===== src/rtl/spi_pkg.sv =====
// Shared definitions for the SPI responder.
//   SPI_DATA_W     : default frame width (bits per byte, MSB first)
//   state_t        : frame-level FSM states
//   sample_on_rise : whether the sample edge is the rising SCK edge for a mode
package spi_pkg;

    localparam int SPI_DATA_W = 8;

    typedef enum logic {
        IDLE   = 1'b0,
        ACTIVE = 1'b1
    } state_t;

    // The leading edge moves SCK away from CPOL. CPHA=0 samples on the leading
    // edge and CPHA=1 on the trailing edge, so the sample edge is the rising
    // edge exactly when CPOL and CPHA agree.
    function automatic bit sample_on_rise(input bit cpol, input bit cpha);
        return (cpol == cpha);
    endfunction

endpackage


===== src/rtl/spi_sync_edge.sv =====
// Multi-flop synchronizer with edge-detect pulses for one asynchronous input.
//   clk, rst : system clock, asynchronous active-high reset
//   d_i      : asynchronous input pin
//   rise_o   : one-clk pulse when the synchronized level goes 0 -> 1
//   fall_o   : one-clk pulse when the synchronized level goes 1 -> 0
// STAGES must be at least 2. RST_VAL is the idle level of the line, so that
// releasing reset on an idle bus produces no spurious edge.
module spi_sync_edge #(
    parameter int STAGES  = 2,
    parameter bit RST_VAL = 1'b0
) (
    input  logic clk,
    input  logic rst,
    input  logic d_i,
    output logic rise_o,
    output logic fall_o
);

    logic [STAGES-1:0] sync_q;
    logic              prev_q;

    always_ff @(posedge clk or posedge rst) begin
        if (rst) begin
            sync_q <= {STAGES{RST_VAL}};
            prev_q <= RST_VAL;
        end else begin
            sync_q <= {sync_q[STAGES-2:0], d_i};
            prev_q <= sync_q[STAGES-1];
        end
    end

    assign rise_o = sync_q[STAGES-1] & ~prev_q;
    assign fall_o = ~sync_q[STAGES-1] & prev_q;

endmodule


===== src/rtl/spi_module_slave.sv =====
// SPI responder, oversampling SCK/CS/MOSI in the system clock domain.
//   clk, rst     : system clock (>= 8x SCK), asynchronous active-high reset
//   spi_clk      : SCK from the master
//   spi_cs       : chip select, active-low
//   spi_mosi     : serial data from the master
//   spi_miso     : serial data to the master
//   spi_miso_oe  : MISO output enable, high while a frame is active
//   spi_tx_data  : byte to send, loaded at frame start and at byte boundaries
//   spi_rx_data  : last complete received byte
//   payload_done : one-clk pulse when spi_rx_data updates
//   frame_err    : one-clk pulse when CS rises with a partial byte
//   busy         : high from CS-fall detection to CS-rise detection
module spi_module_slave
    import spi_pkg::*;
#(
    parameter bit CPOL        = 1'b0,
    parameter bit CPHA        = 1'b0,
    parameter int DATA_W      = SPI_DATA_W,
    parameter int SYNC_STAGES = 2
) (
    input  logic              clk,
    input  logic              rst,
    input  logic              spi_clk,
    input  logic              spi_cs,
    input  logic              spi_mosi,
    output logic              spi_miso,
    output logic              spi_miso_oe,
    input  logic [DATA_W-1:0] spi_tx_data,
    output logic [DATA_W-1:0] spi_rx_data,
    output logic              payload_done,
    output logic              frame_err,
    output logic              busy
);

    localparam int CNT_W       = $clog2(DATA_W + 1);
    localparam bit SAMPLE_RISE = sample_on_rise(CPOL, CPHA);

    logic sck_rise, sck_fall, cs_rise, cs_fall;
    logic sample_edge, shift_edge, mosi_s;

    spi_sync_edge #(.STAGES(SYNC_STAGES), .RST_VAL(CPOL)) u_sck_sync (
        .clk    (clk),
        .rst    (rst),
        .d_i    (spi_clk),
        .rise_o (sck_rise),
        .fall_o (sck_fall)
    );

    spi_sync_edge #(.STAGES(SYNC_STAGES), .RST_VAL(1'b1)) u_cs_sync (
        .clk    (clk),
        .rst    (rst),
        .d_i    (spi_cs),
        .rise_o (cs_rise),
        .fall_o (cs_fall)
    );

    // MOSI runs through the same depth as SCK's synchronizer output, so the
    // data bit seen here lines up with the detected SCK edge.
    logic [SYNC_STAGES-1:0] mosi_sync_q;

    always_ff @(posedge clk or posedge rst) begin
        if (rst) mosi_sync_q <= '0;
        else     mosi_sync_q <= {mosi_sync_q[SYNC_STAGES-2:0], spi_mosi};
    end

    assign mosi_s      = mosi_sync_q[SYNC_STAGES-1];
    assign sample_edge = SAMPLE_RISE ? sck_rise : sck_fall;
    assign shift_edge  = SAMPLE_RISE ? sck_fall : sck_rise;

    state_t            state_q, state_d;
    logic [DATA_W-1:0] tx_sr_q, tx_sr_d, rx_sr_q, rx_sr_d, rx_data_q, rx_data_d;
    logic [CNT_W-1:0]  bit_cnt_q, bit_cnt_d;
    logic              miso_q, miso_d, oe_q, oe_d, busy_q, busy_d;
    logic              done_q, done_d, err_q, err_d;
    // CPHA=0 only: a shift edge is honoured only once a sample edge has been
    // seen since the last load, so the trailing edge right after a byte
    // boundary does not shift out the freshly loaded byte's MSB.
    logic              armed_q, armed_d;
    logic [DATA_W-1:0] rx_next;

    assign rx_next = {rx_sr_q[DATA_W-2:0], mosi_s};

    always_ff @(posedge clk or posedge rst) begin
        if (rst) begin
            state_q   <= IDLE;
            tx_sr_q   <= '0;
            rx_sr_q   <= '0;
            rx_data_q <= '0;
            bit_cnt_q <= '0;
            miso_q    <= 1'b0;
            oe_q      <= 1'b0;
            busy_q    <= 1'b0;
            done_q    <= 1'b0;
            err_q     <= 1'b0;
            armed_q   <= 1'b0;
        end else begin
            state_q   <= state_d;
            tx_sr_q   <= tx_sr_d;
            rx_sr_q   <= rx_sr_d;
            rx_data_q <= rx_data_d;
            bit_cnt_q <= bit_cnt_d;
            miso_q    <= miso_d;
            oe_q      <= oe_d;
            busy_q    <= busy_d;
            done_q    <= done_d;
            err_q     <= err_d;
            armed_q   <= armed_d;
        end
    end

    always_comb begin
        state_d   = state_q;
        tx_sr_d   = tx_sr_q;
        rx_sr_d   = rx_sr_q;
        rx_data_d = rx_data_q;
        bit_cnt_d = bit_cnt_q;
        miso_d    = miso_q;
        oe_d      = oe_q;
        busy_d    = busy_q;
        done_d    = 1'b0;
        err_d     = 1'b0;
        armed_d   = armed_q;
        case (state_q)
            IDLE: begin
                if (cs_fall) begin
                    state_d   = ACTIVE;
                    tx_sr_d   = spi_tx_data;
                    bit_cnt_d = '0;
                    busy_d    = 1'b1;
                    oe_d      = 1'b1;
                    armed_d   = 1'b0;
                    miso_d    = CPHA ? 1'b0 : spi_tx_data[DATA_W-1];
                end
            end
            ACTIVE: begin
                // CS rise takes priority over a coincident sample edge.
                if (cs_rise) begin
                    state_d = IDLE;
                    busy_d  = 1'b0;
                    oe_d    = 1'b0;
                    miso_d  = 1'b0;
                    err_d   = (bit_cnt_q != '0);
                end else if (sample_edge) begin
                    rx_sr_d = rx_next;
                    if (bit_cnt_q == CNT_W'(DATA_W - 1)) begin
                        rx_data_d = rx_next;
                        done_d    = 1'b1;
                        bit_cnt_d = '0;
                        tx_sr_d   = spi_tx_data;
                        armed_d   = 1'b0;
                        if (!CPHA) miso_d = spi_tx_data[DATA_W-1];
                    end else begin
                        bit_cnt_d = bit_cnt_q + CNT_W'(1);
                        armed_d   = 1'b1;
                    end
                end else if (shift_edge && (CPHA || armed_q)) begin
                    // CPHA=0 already presented the MSB at the load point, so
                    // its shift edges present the next lower bit.
                    miso_d  = CPHA ? tx_sr_q[DATA_W-1] : tx_sr_q[DATA_W-2];
                    tx_sr_d = {tx_sr_q[DATA_W-2:0], 1'b0};
                end
            end
            default: state_d = IDLE;
        endcase
    end

    assign spi_miso     = miso_q;
    assign spi_miso_oe  = oe_q;
    assign spi_rx_data  = rx_data_q;
    assign payload_done = done_q;
    assign frame_err    = err_q;
    assign busy         = busy_q;

endmodule


===== config.mk =====
export PLATFORM = sky130hd
export DESIGN_NAME = spi_module_slave
export DESIGN_NICKNAME = d
export VERILOG_FILES = /design/src/rtl/spi_pkg.sv /design/src/rtl/spi_sync_edge.sv /design/src/rtl/spi_module_slave.sv
export SDC_FILE = /design/constraint.sdc
export NUM_CORES = 1
export LEC_CHECK = 0
export BUFFER_PORTS_ARGS = -buffer_cell sky130_fd_sc_hd__buf_2
export CORE_MARGIN = 3
export CORE_UTILIZATION = 45
export DETAILED_ROUTE_END_ITERATION = 10
export GPL_TIMING_DRIVEN = 0
export PLACE_DENSITY = 0.66
export REMOVE_ABC_BUFFERS = 1
export SKIP_CTS_REPAIR_TIMING = 1
export SYNTH_ARGS = -nofsm -noshare
export SYNTH_HDL_FRONTEND = slang
export SYNTH_SLANG_ARGS = --single-unit

===== constraint.sdc =====
create_clock -name clk -period 1.9 [get_ports clk]
set_clock_uncertainty 0.05 [all_clocks]
set_input_delay 0.38 -clock clk [delete_from_list [all_inputs] [get_ports clk]]
set_output_delay 0.38 -clock clk [all_outputs]
set_load 0.01 [all_outputs]

Yosys cells after proc, flatten, opt, wreduce, memory -nomap -nowiden
Index checks and enable logic that the tools add are counted.
{"block": "op_classes", "add_sub_neg": 1, "eq_ne": 9, "mux": 34, "n_bitwise": 10, "n_reduce_logical": 8}
{"operator": "7-bit two-way mux", "n": 5}
{"operator": "1-bit two-way mux", "n": 19}
{"operator": "4-bit two-way mux", "n": 4}
{"operator": "7-bit case mux with 2 select lines", "n": 1}
{"operator": "3-bit AND reduction", "n": 3}
{"operator": "2-bit != test (second input constant)", "n": 4}
{"operator": "4-bit by 3-bit != test with 1-bit output (second input constant)", "n": 2}
{"operator": "1-bit case mux with 2 select lines", "n": 4}
{"operator": "4-bit case mux with 2 select lines", "n": 1}
{"operator": "4-bit AND reduction", "n": 2}
{"operator": "3-bit by 2-bit != test with 1-bit output (second input constant)", "n": 2}
{"operator": "1-bit inverter", "n": 6}
{"operator": "4-bit by 1-bit adder with 4-bit output (second input constant)", "n": 1}
{"operator": "1-bit AND", "n": 4}
{"operator": "4-bit by 3-bit == test with 1-bit output (second input constant)", "n": 1}
{"operator": "4-bit nonzero test", "n": 1}
{"operator": "2-bit AND reduction", "n": 1}
{"operator": "1-bit logical AND", "n": 1}
{"block": "word_totals", "ff_bits": 40, "inputBits": 13, "out_inout_bits": 13, "elab_cells": 77}

Longest topological paths before layout
Gate-level depths: netlist of run 1.
{"block": "depth", "depth_word": 7, "depth_mapped": 6, "ltp_nobuf": 5}

Hierarchy
A second synthesis of run 1 with hierarchy kept.
{"block": "unflattened", "cells_unflattened": 140, "hier_area_um2": 1711.6}
{"module": "spi_module_slave", "n_inst": 1, "cells_per_inst": 128, "area_each_um2": 1520.2, "seq_area_each_um2": 850.8}
{"module": "spi_sync_edge (u_cs_sync)", "n_inst": 1, "cells_per_inst": 6, "area_each_um2": 97.6, "seq_area_each_um2": 78.8}
{"module": "spi_sync_edge (u_sck_sync)", "n_inst": 1, "cells_per_inst": 6, "area_each_um2": 93.8, "seq_area_each_um2": 75.1}

Worst setup path before layout of run 1
No wires, ideal clock.
{"block": "synth_path", "path_kind": "register to register", "from": "reg u_cs_sync.prev_q", "to": "reg rx_data_q[0], in the netlist spi_rx_data[0]", "setup_ps": 125, "arrival_time_ps": 1436, "required_ps": 1725, "path_slack_ps": 289, "stages_incl_launch_ff": 6, "cell_sequence": "dfstp_2 nand2b_4 nand3_4 or2_1 buf_6 mux2_4"}
{"block": "synth_via", "elab_chain_cells": 4}
{"item": "start: declaration", "line_no": "spi_sync_edge.sv:20", "source": "logic prev_q;"}
{"item": "start signal: assignment", "line_no": "spi_sync_edge.sv:28", "source": "prev_q <= sync_q[STAGES-1];"}
{"item": "1-bit inverter", "line_no": "spi_sync_edge.sv:32", "source": "assign rise_o = sync_q[STAGES-1] & ~prev_q;"}
{"item": "1-bit AND", "line_no": "spi_sync_edge.sv:32"}
{"item": "1-bit inverter (no source line)"}
{"item": "4-bit AND reduction (no source line)"}
{"item": "end signal: assignment", "line_no": "spi_module_slave.sv:100", "source": "rx_data_q <= rx_data_d;"}
{"item": "end: declaration", "line_no": "spi_module_slave.sv:71", "source": "logic [DATA_W-1:0] tx_sr_q, tx_sr_d, rx_sr_q, rx_sr_d, rx_data_q, rx_data_d;"}
No other way between the ends.
A chain may end at the register's enable or synchronous reset.

Final worst setup path of run 1
{"block": "layout_path", "from": "reg bit_cnt_q[0]", "to": "reg tx_sr_q[0]"}
{"block": "layout_via", "elab_chain_cells": 3}
{"item": "start: declaration", "line_no": "spi_module_slave.sv:72", "source": "logic [CNT_W-1:0] bit_cnt_q, bit_cnt_d;"}
{"item": "start signal: assignment", "line_no": "spi_module_slave.sv:101", "source": "bit_cnt_q <= bit_cnt_d;"}
{"item": "4-bit by 3-bit == test with 1-bit output", "line_no": "spi_module_slave.sv:145", "source": "if (bit_cnt_q == CNT_W'(DATA_W - 1)) begin"}
{"item": "3-bit by 2-bit != test with 1-bit output (no source line)"}
{"item": "4-bit AND reduction (no source line)"}
{"item": "end signal: assignment", "line_no": "spi_module_slave.sv:98", "source": "tx_sr_q <= tx_sr_d;"}
{"item": "end: declaration", "line_no": "spi_module_slave.sv:71"}
No other way between the ends.

==> results of run 1 <==
[final cells by class]
class	instances	area, sq um	share of cell area, %
inverter	7	26.3	1.35
tap	46	57.6	2.96
multi-input combinational	91	637	32.8
clock buffer	6	82.6	4.25
clock inverter	2	10.0	0.515
sequential	40	1000	51.7
timing repair buffer	25	125	6.44
[Yosys cell counts]
cell type  count
inv_1          7
dfrtp_1       37
o211ai_2       1
a211oi_1       1
o31ai_1        2
buf_6          1
a21o_1         1
nor3b_1        1
nand2b_4       1
a31oi_1        7
nand3_1        1
mux2i_1        6
nor2b_4        1
nand2b_1       2
dfstp_2        3
buf_2          4
a21oi_1        8
o21ai_0        4
o211ai_1       2
nor2_1         3
o22ai_1        2
a22o_1         1
buf_4          1
or2_1          1
and3_1         1
nor2b_1        1
a32o_1         1
ha_1           2
mux2_4         8
nand2_1       30
nand3b_1       2
nand3_4        1
[logic make-up after synthesis]
family	count (synthesis)	synth area share, %
flip-flops	40	59.3
AO/OA/AOI/OAI	30	11.4
AND/OR/NAND/NOR	45	13.4
buffers and inverters	13	3.84
multiplexers	14	10.6
adder cells (fa/ha/maj)	2	1.48
[worst max-delay path, stage by stage (launching register included)]
cell      delay [ns]
dfrtp_1         0.41
ha_1            0.21
nand3b_1        0.25
o211ai_4        0.43
nand2_1         0.09
a32o_1          0.21
[sequential cells by signal, indices dropped and copies added (netlist names), 2 cells and up]
| signal | flops |
|---|---|
| spi_rx_data | 8 |
| rx_sr_q | 7 |
| tx_sr_q | 7 |
| bit_cnt_q | 4 |
| mosi_sync_q | 2 |
| u_cs_sync.sync_q | 2 |
| u_sck_sync.sync_q | 2 |
[where the power goes]
group | switching [mW] | total (mW) | internal (mW)
combinational | 0.173 | 0.315 | 0.141
sequential | 0.103 | 1.10 | 0.995
clock | 0.276 | 0.565 | 0.289
total | 0.552 | 1.98 | 1.43
[worst paths after layout]
kind,to,slack (ns),cells past startpoint
hold reg to reg,mosi_sync_q[1],0.30,0
setup reg to reg,tx_sr_q[0],0.13,5
hold / removal,u_cs_sync.sync_q[0],0.14,1
min in group asynchronous,tx_sr_q[3],0.19,2
max in group asynchronous,busy,1.09,2
setup / recovery,tx_sr_q[0],0.13,5
[per-layer routing]
layer | global-route usage (%) | share of wire (%) | wire, um
met5 | 0 | 0 | 0
met4 | 9.11 | 1.6 | 46
met3 | 3.99 | 4.8 | 137
met2 | 23.2 | 47 | 1340
met1 | 18.5 | 46 | 1310
==> flow_summary.toml, run 1 <==
[min_path]
hp-start = "spi_cs"
hold_path_class = "input pin to register"

[placement]
pre_cts_ws_ns = -0.00642
placement.io_buffers = 25
routabilityCongestion = 0.707
postPlaceCellArea_sq_um = 1840
dpl.cell_count = 209
hpwl_mm = 1.98

[critical_path]
worstSetupStartpointType = "register"
cp-end-kind = "register"
r2r_start = "bit_cnt_q[0]"
crit_required_ns = 2.02
setup.worst_path.start = "bit_cnt_q[0]"
cp.arrival_ns = 1.90
critical_path_class = "register to register"
crit_fanout = 13

[synth]
ys_seq_area_share_pct = 59.3
synth.distinct_cells = 32
synth_area_sq_um = 1700
synth.ff_latch_count = 40
syn_avg_cell_area_sq_um = 11.8
yosys.area.top_type_share_pct = 54.6
synthCells = 144
ys_top_cells_by_area = "dfrtp_1 55%, mux2_4 7.1%, nand2_1 6.6%, dfstp_2 4.6%, mux2i_1 3.5%"
synth_warnings = 0
synth_area_leader_cell = "dfrtp_1"

[cells_and_area]
finalNonFillerCells = 217
final_area_sq_um = 1940
layout-drive-gt1-share_pct = 29.2
post-route-util_pct = 56.0
layout_commonest_cell = "dfrtp_1"
syn2layout_area_growth_pct = 14.6
final_cell_mix = "37 x dfrtp_1, 30 x nand2_1, 25 x buf_2"
n_fill_cell = 331
nNetsFinal = 185
diodes = 0

[die]
die-area_sq_um = 4540
pin_count = 26
fp-row-count = 21
core_sq_um = 3470
start_util_pct = 48.9
die_w_um = 67.4
die_y_um = 67.4

[grt]
grt-ovfl-total = 0
grt_first_pass_wirelength_mm = 4.94
antenna_found_initial = 0
first_global_vias = 1112
grt_max_degree = 41
grt_usage_pct = 14.9

[clock_network]
numCtsBuffers = 5
clockRootBuffer = "clkbuf_8"
cts_tree = "done"
cts.sinks = 40
cts_htree_levels = 2
clk_pin_slew_worst_paths_ns = 0.08
clock_path_buffers = 2
clock_latency_ns = 0.29

[drt]
drtIter0Drc = 66
drc_errors = 0
vias_per_cell = 5.17
wl_mm = 2.83
ant_nets = 0
wire_per_inst_um = 13.0
dr.pass1.iters = 4
vias = 1121

[pwr]
power_mw = 1.98
power_density_nw_per_um2 = 1020
p_leak_nw = 1.00
ir_drop_v = 0.000581

[timing]
min_period_over_period_pct = 93.4
hold_viol_final = 0
relSlewSlack_pct = 46.2
max_freq_mhz = 564
worst_pin_slew_ns = 0.806
finalSetupViolCount = 0
hold_ws_ns = 0.143
final_max_slew_viol_count = 0
period_needed_ns = 1.77
tns_ns = 0
worst_slack_ns = 0.126
rsz0062_at_grt = "true"

[job]
maxCapViolations = 0

[outcome]
status = "finished clean"
Note: power is estimated with default switching activity, not from simulation.
==> run 2: changes to the inputs <==
--- a/config.mk
+++ b/config.mk
@@ -10,6 +10,7 @@
 export CORE_UTILIZATION = 45
 export DETAILED_ROUTE_END_ITERATION = 10
 export GPL_TIMING_DRIVEN = 0
+export MAX_ROUTING_LAYER = met4
 export PLACE_DENSITY = 0.66
 export REMOVE_ABC_BUFFERS = 1
 export SKIP_CTS_REPAIR_TIMING = 1
==> flow_summary.toml, run 2 (synthesized netlist as in run 1, its figures left out) <==
[outcome]
status = "finished clean"

[placement]
hpwl_mm = 1.98
postPlaceCellArea_sq_um = 1840
routabilityCongestion = 0.715
placement.io_buffers = 25

[drt]
vias = 1122
drc_errors = 0
wire_per_inst_um = 13.1
drtIter0Drc = 66
vias_per_cell = 5.17
wl_mm = 2.83
ant_nets = 0
dr.pass1.iters = 4

[clock_network]
clockRootBuffer = "clkbuf_8"
cts.sinks = 40
clk_pin_slew_worst_paths_ns = 0.08
cts_htree_levels = 2
clock_latency_ns = 0.29
clock_path_buffers = 2
numCtsBuffers = 5
cts_tree = "done"

[die]
die-area_sq_um = 4540
die_y_um = 67.4
start_util_pct = 48.9
pin_count = 26
fp-row-count = 21
core_sq_um = 3470
die_w_um = 67.4

[timing]
min_period_over_period_pct = 93.3
relSlewSlack_pct = 46.3
rsz0062_at_grt = "true"
final_max_slew_viol_count = 0
worst_pin_slew_ns = 0.804
hold_viol_final = 0
finalSetupViolCount = 0
max_freq_mhz = 564
period_needed_ns = 1.77

[pwr]
power_density_nw_per_um2 = 1020
p_leak_nw = 1.00
ir_drop_v = 0.000581

[grt]
grt_usage_pct = 15.4
use_met2_pct = 23.2
grt_max_degree = 41
antenna_found_initial = 0
first_global_vias = 1113
met1_usage_pct = 18.6
busiest_layer = "met2"
grt_use_met3_pct = 3.99
grt_first_pass_wirelength_mm = 4.94
grt-ovfl-total = 0

[cells_and_area]
diodes = 0
final_area_sq_um = 1940
layout_commonest_cell = "dfrtp_1"
largest_reg_flops = 8
post-route-util_pct = 56.0
nNetsFinal = 185
layout-drive-gt1-share_pct = 29.2
syn2layout_area_growth_pct = 14.6
final_cell_mix = "37 x dfrtp_1, 30 x nand2_1, 25 x buf_2"

[critical_path]
critical_path_class = "register to register"
crit_required_ns = 2.02
cp-end-kind = "register"
r2r_cells = 5
rrSetupSlack_ns = 0.13
r2r_start = "bit_cnt_q[0]"
r2r_end = "tx_sr_q[0]"
crit_fanout = 13
worstSetupStartpointType = "register"
cp.arrival_ns = 1.90

[job]
maxCapViolations = 0

[min_path]
hp-start = "spi_cs"
hold_path_class = "input pin to register"
min_to = "u_cs_sync.sync_q[0]"
hold_depth = 1
-- run 2: stage by stage --
stage	cells	TNS (ns)	total power, mW	hold WS [ns]	setup WS, ns
global placement	209	0	1.41	0.283	0.0573
global route	217	-0.0197	2.11	0.128	-0.0197
floorplan	138	0	1.33	0.281	0.213
finish	217	0	1.98	0.143	0.126
detailed placement	209	-0.0189	1.43	0.290	-0.00642
CTS	217	-0.129	2.01	0.129	-0.0213
-- run 2: per-layer routing --
layer / vias up / part of all wire, %
met4: 0 / 1.6
met2: 25 / 47
met1: 542 / 46
li1: 550 / -
met5: - / 0
met3: 5 / 4.8
-- run 2: worst max path at each step --
stage          slack [ns]              from  depth (start not counted)              to
2_1_floorplan        0.21  u_cs_sync.prev_q                          4  spi_rx_data[0]
3_3_place_gp         0.06               rst                          2       frame_err
3_5_place_dp       -0.006      bit_cnt_q[0]                          4  spi_rx_data[7]
4_1_cts             -0.02      bit_cnt_q[0]                          4  spi_rx_data[2]
5_1_grt             -0.02      bit_cnt_q[0]                          5      tx_sr_q[0]
6_report             0.13      bit_cnt_q[0]                          5      tx_sr_q[0]
-- run 2: power by group --
| group | switching [mW] | total, mW | internal (mW) |
|---|---|---|---|
| logic | 0.173 | 0.315 | 0.141 |
| registers | 0.103 | 1.10 | 0.995 |
| clock network | 0.276 | 0.565 | 0.289 |
| total | 0.552 | 1.98 | 1.43 |
-- run 2: worst max-delay path, cell delays in order (launching register included) --
cell	delay, ns
dfrtp_1	0.41
ha_1	0.21
nand3b_1	0.25
o211ai_4	0.43
nand2_1	0.09
a32o_1	0.21
-- run 2: cell type report --
type	count	area, sq um
fillers	331	1530
flip-flops and latches	40	1000
multi-input cells	91	637
repair buffers	25	125
clock buffers	6	82.6
well taps	46	57.6
inverters	7	26.3
clock inverters	2	10.0
==> run 3: changes to the inputs <==
==> constraint.sdc (replaced) <==
create_clock -name clk -period 1.9 [get_ports clk]
set_clock_uncertainty 0.05 [all_clocks]
set_input_delay 0.095 -clock clk [delete_from_list [all_inputs] [get_ports clk]]
set_output_delay 0.095 -clock clk [all_outputs]
set_load 0.01 [all_outputs]
==> flow_summary.toml, run 3 (synthesized netlist as in run 1, its figures left out) <==
[pwr]
switchingPower_mw = 0.552
power_frac_clock_pct = 28.5
swShare_pct = 27.8
ir_drop_v = 0.000582
power_density_nw_per_um2 = 1000
seqPwrFrac_pct = 55.4
power_frac_comb_pct = 16.1
p_int_mw = 1.43
p_leak_nw = 1.02

[die]
core_sq_um = 3470
fp-row-count = 21
die-area_sq_um = 4540
start_util_pct = 48.9
die_y_um = 67.4
die_w_um = 67.4
pin_count = 26

[drt]
wl_mm = 2.85
drtIter0Drc = 77
vias = 1138
wire_per_inst_um = 12.9
vias_per_cell = 5.15
dr.pass1.iters = 4
ant_nets = 0
drc_errors = 0

[placement]
placement.io_buffers = 25
routabilityCongestion = 0.715
dpl.cell_count = 209
hpwl_mm = 1.98
postPlaceCellArea_sq_um = 1840
pre_cts_ws_ns = -0.00642

[timing]
max_freq_mhz = 565
worst_slack_ns = 0.130
worst_pin_slew_ns = 0.802
min_period_over_period_pct = 93.2
relSlewSlack_pct = 46.5
final_max_slew_viol_count = 0
hold_ws_ns = 0.00976
finalSetupViolCount = 0
rsz0062_at_grt = "true"
hold_viol_final = 0
period_needed_ns = 1.77

[clock_network]
cts.sinks = 40
clock_path_buffers = 2
clockRootBuffer = "clkbuf_8"
cts_tree = "done"
clock_latency_ns = 0.29
clk_pin_slew_worst_paths_ns = 0.08
numCtsBuffers = 5
cts_htree_levels = 2

[cells_and_area]
syn2layout_area_growth_pct = 17.0
final_cell_mix = "37 x dfrtp_1, 30 x nand2_1, 25 x buf_2"
final_area_sq_um = 1980
finalNonFillerCells = 221
nNetsFinal = 189
layout-drive-gt1-share_pct = 28.6
largest_reg_flops = 8
diodes = 0
layout_commonest_cell = "dfrtp_1"

[min_path]
hp-start = "spi_tx_data[0]"
hold_depth = 2
hold_path_class = "input pin to register"

[critical_path]
r2r_cells = 5
crit_fanout = 13
critical_path_class = "register to register"
rrSetupSlack_ns = 0.13
cp.arrival_ns = 1.89
crit_required_ns = 2.02
worstSetupStartpointType = "register"
cp-endpoint = "tx_sr_q[0]"
r2r_end = "tx_sr_q[0]"
r2r_start = "bit_cnt_q[0]"
setup.worst_path.start = "bit_cnt_q[0]"
cp-end-kind = "register"

[job]
maxCapViolations = 0

[outcome]
status = "finished clean"

[grt]
first_global_vias = 1113
grt-ovfl-total = 0
antenna_found_initial = 0
grt_usage_pct = 15.4
grt_first_pass_wirelength_mm = 4.94
grt_max_degree = 41
[run 3: cell count changes in the layout (fill, tap and decap cells not counted)]
cell | previous run | this run
dlygate4sd3_1 | 0 | 4
[run 3: power by group through the flow]
stage                     Combinational, mW  Sequential [mW]  Clock [mW]
after floorplan                       0.230             1.10           0
after global placement                0.300             1.11           0
after detailed placement              0.316             1.12           0
after CTS                             0.317             1.10       0.590
after global routing                  0.371             1.12       0.627
final                                 0.320             1.10       0.565
[run 3: area by class of cell]
cell class | count | area, sq um
Clock buffer | 6 | 82.6
Clock inverter | 2 | 10.0
Inverter | 7 | 26.3
Multi-Input combinational cell | 91 | 637
Fill cell | 327 | 1490
Sequential cell | 40 | 1000
Timing Repair Buffer | 29 | 165
Tap cell | 46 | 57.6
[run 3: through the flow]
stage                     util, %  power (mW)  TNS [ns]
after CTS                    55.7        2.01    -0.129
after global routing         57.2        2.12   -0.0197
after detailed placement     53.0        1.43   -0.0189
after floorplan                 -        1.33         0
after global placement       53.0        1.41         0
final                        57.2        1.98         0
[run 3: worst max-delay path, stage by stage, from the launching register on]
cell and delay (ns):
dfrtp_1 0.41, ha_1 0.21, nand3b_1 0.25, o211ai_4 0.43, nand2_1 0.09, a32o_1 0.21
[run 3: how the worst min path moves through the flow]
stage	end	slack, ns
final	tx_sr_q[0]	0.01
after global placement	u_cs_sync.sync_q[0]	0.15
after floorplan	u_cs_sync.sync_q[0]	0.05
after global routing	tx_sr_q[0]	0.02
after CTS	u_cs_sync.sync_q[0]	-0.16
after detailed placement	u_cs_sync.sync_q[0]	0.15
[run 3: routing by layer]
metal  track usage, %  vias to the layer above  routed length [um]
met4             9.11                        0                  46
met5                -                        -                   0
met1             18.6                      550                1330
met3             3.99                        5                 129
li1                 -                      558                   -
met2             23.2                       25                1340
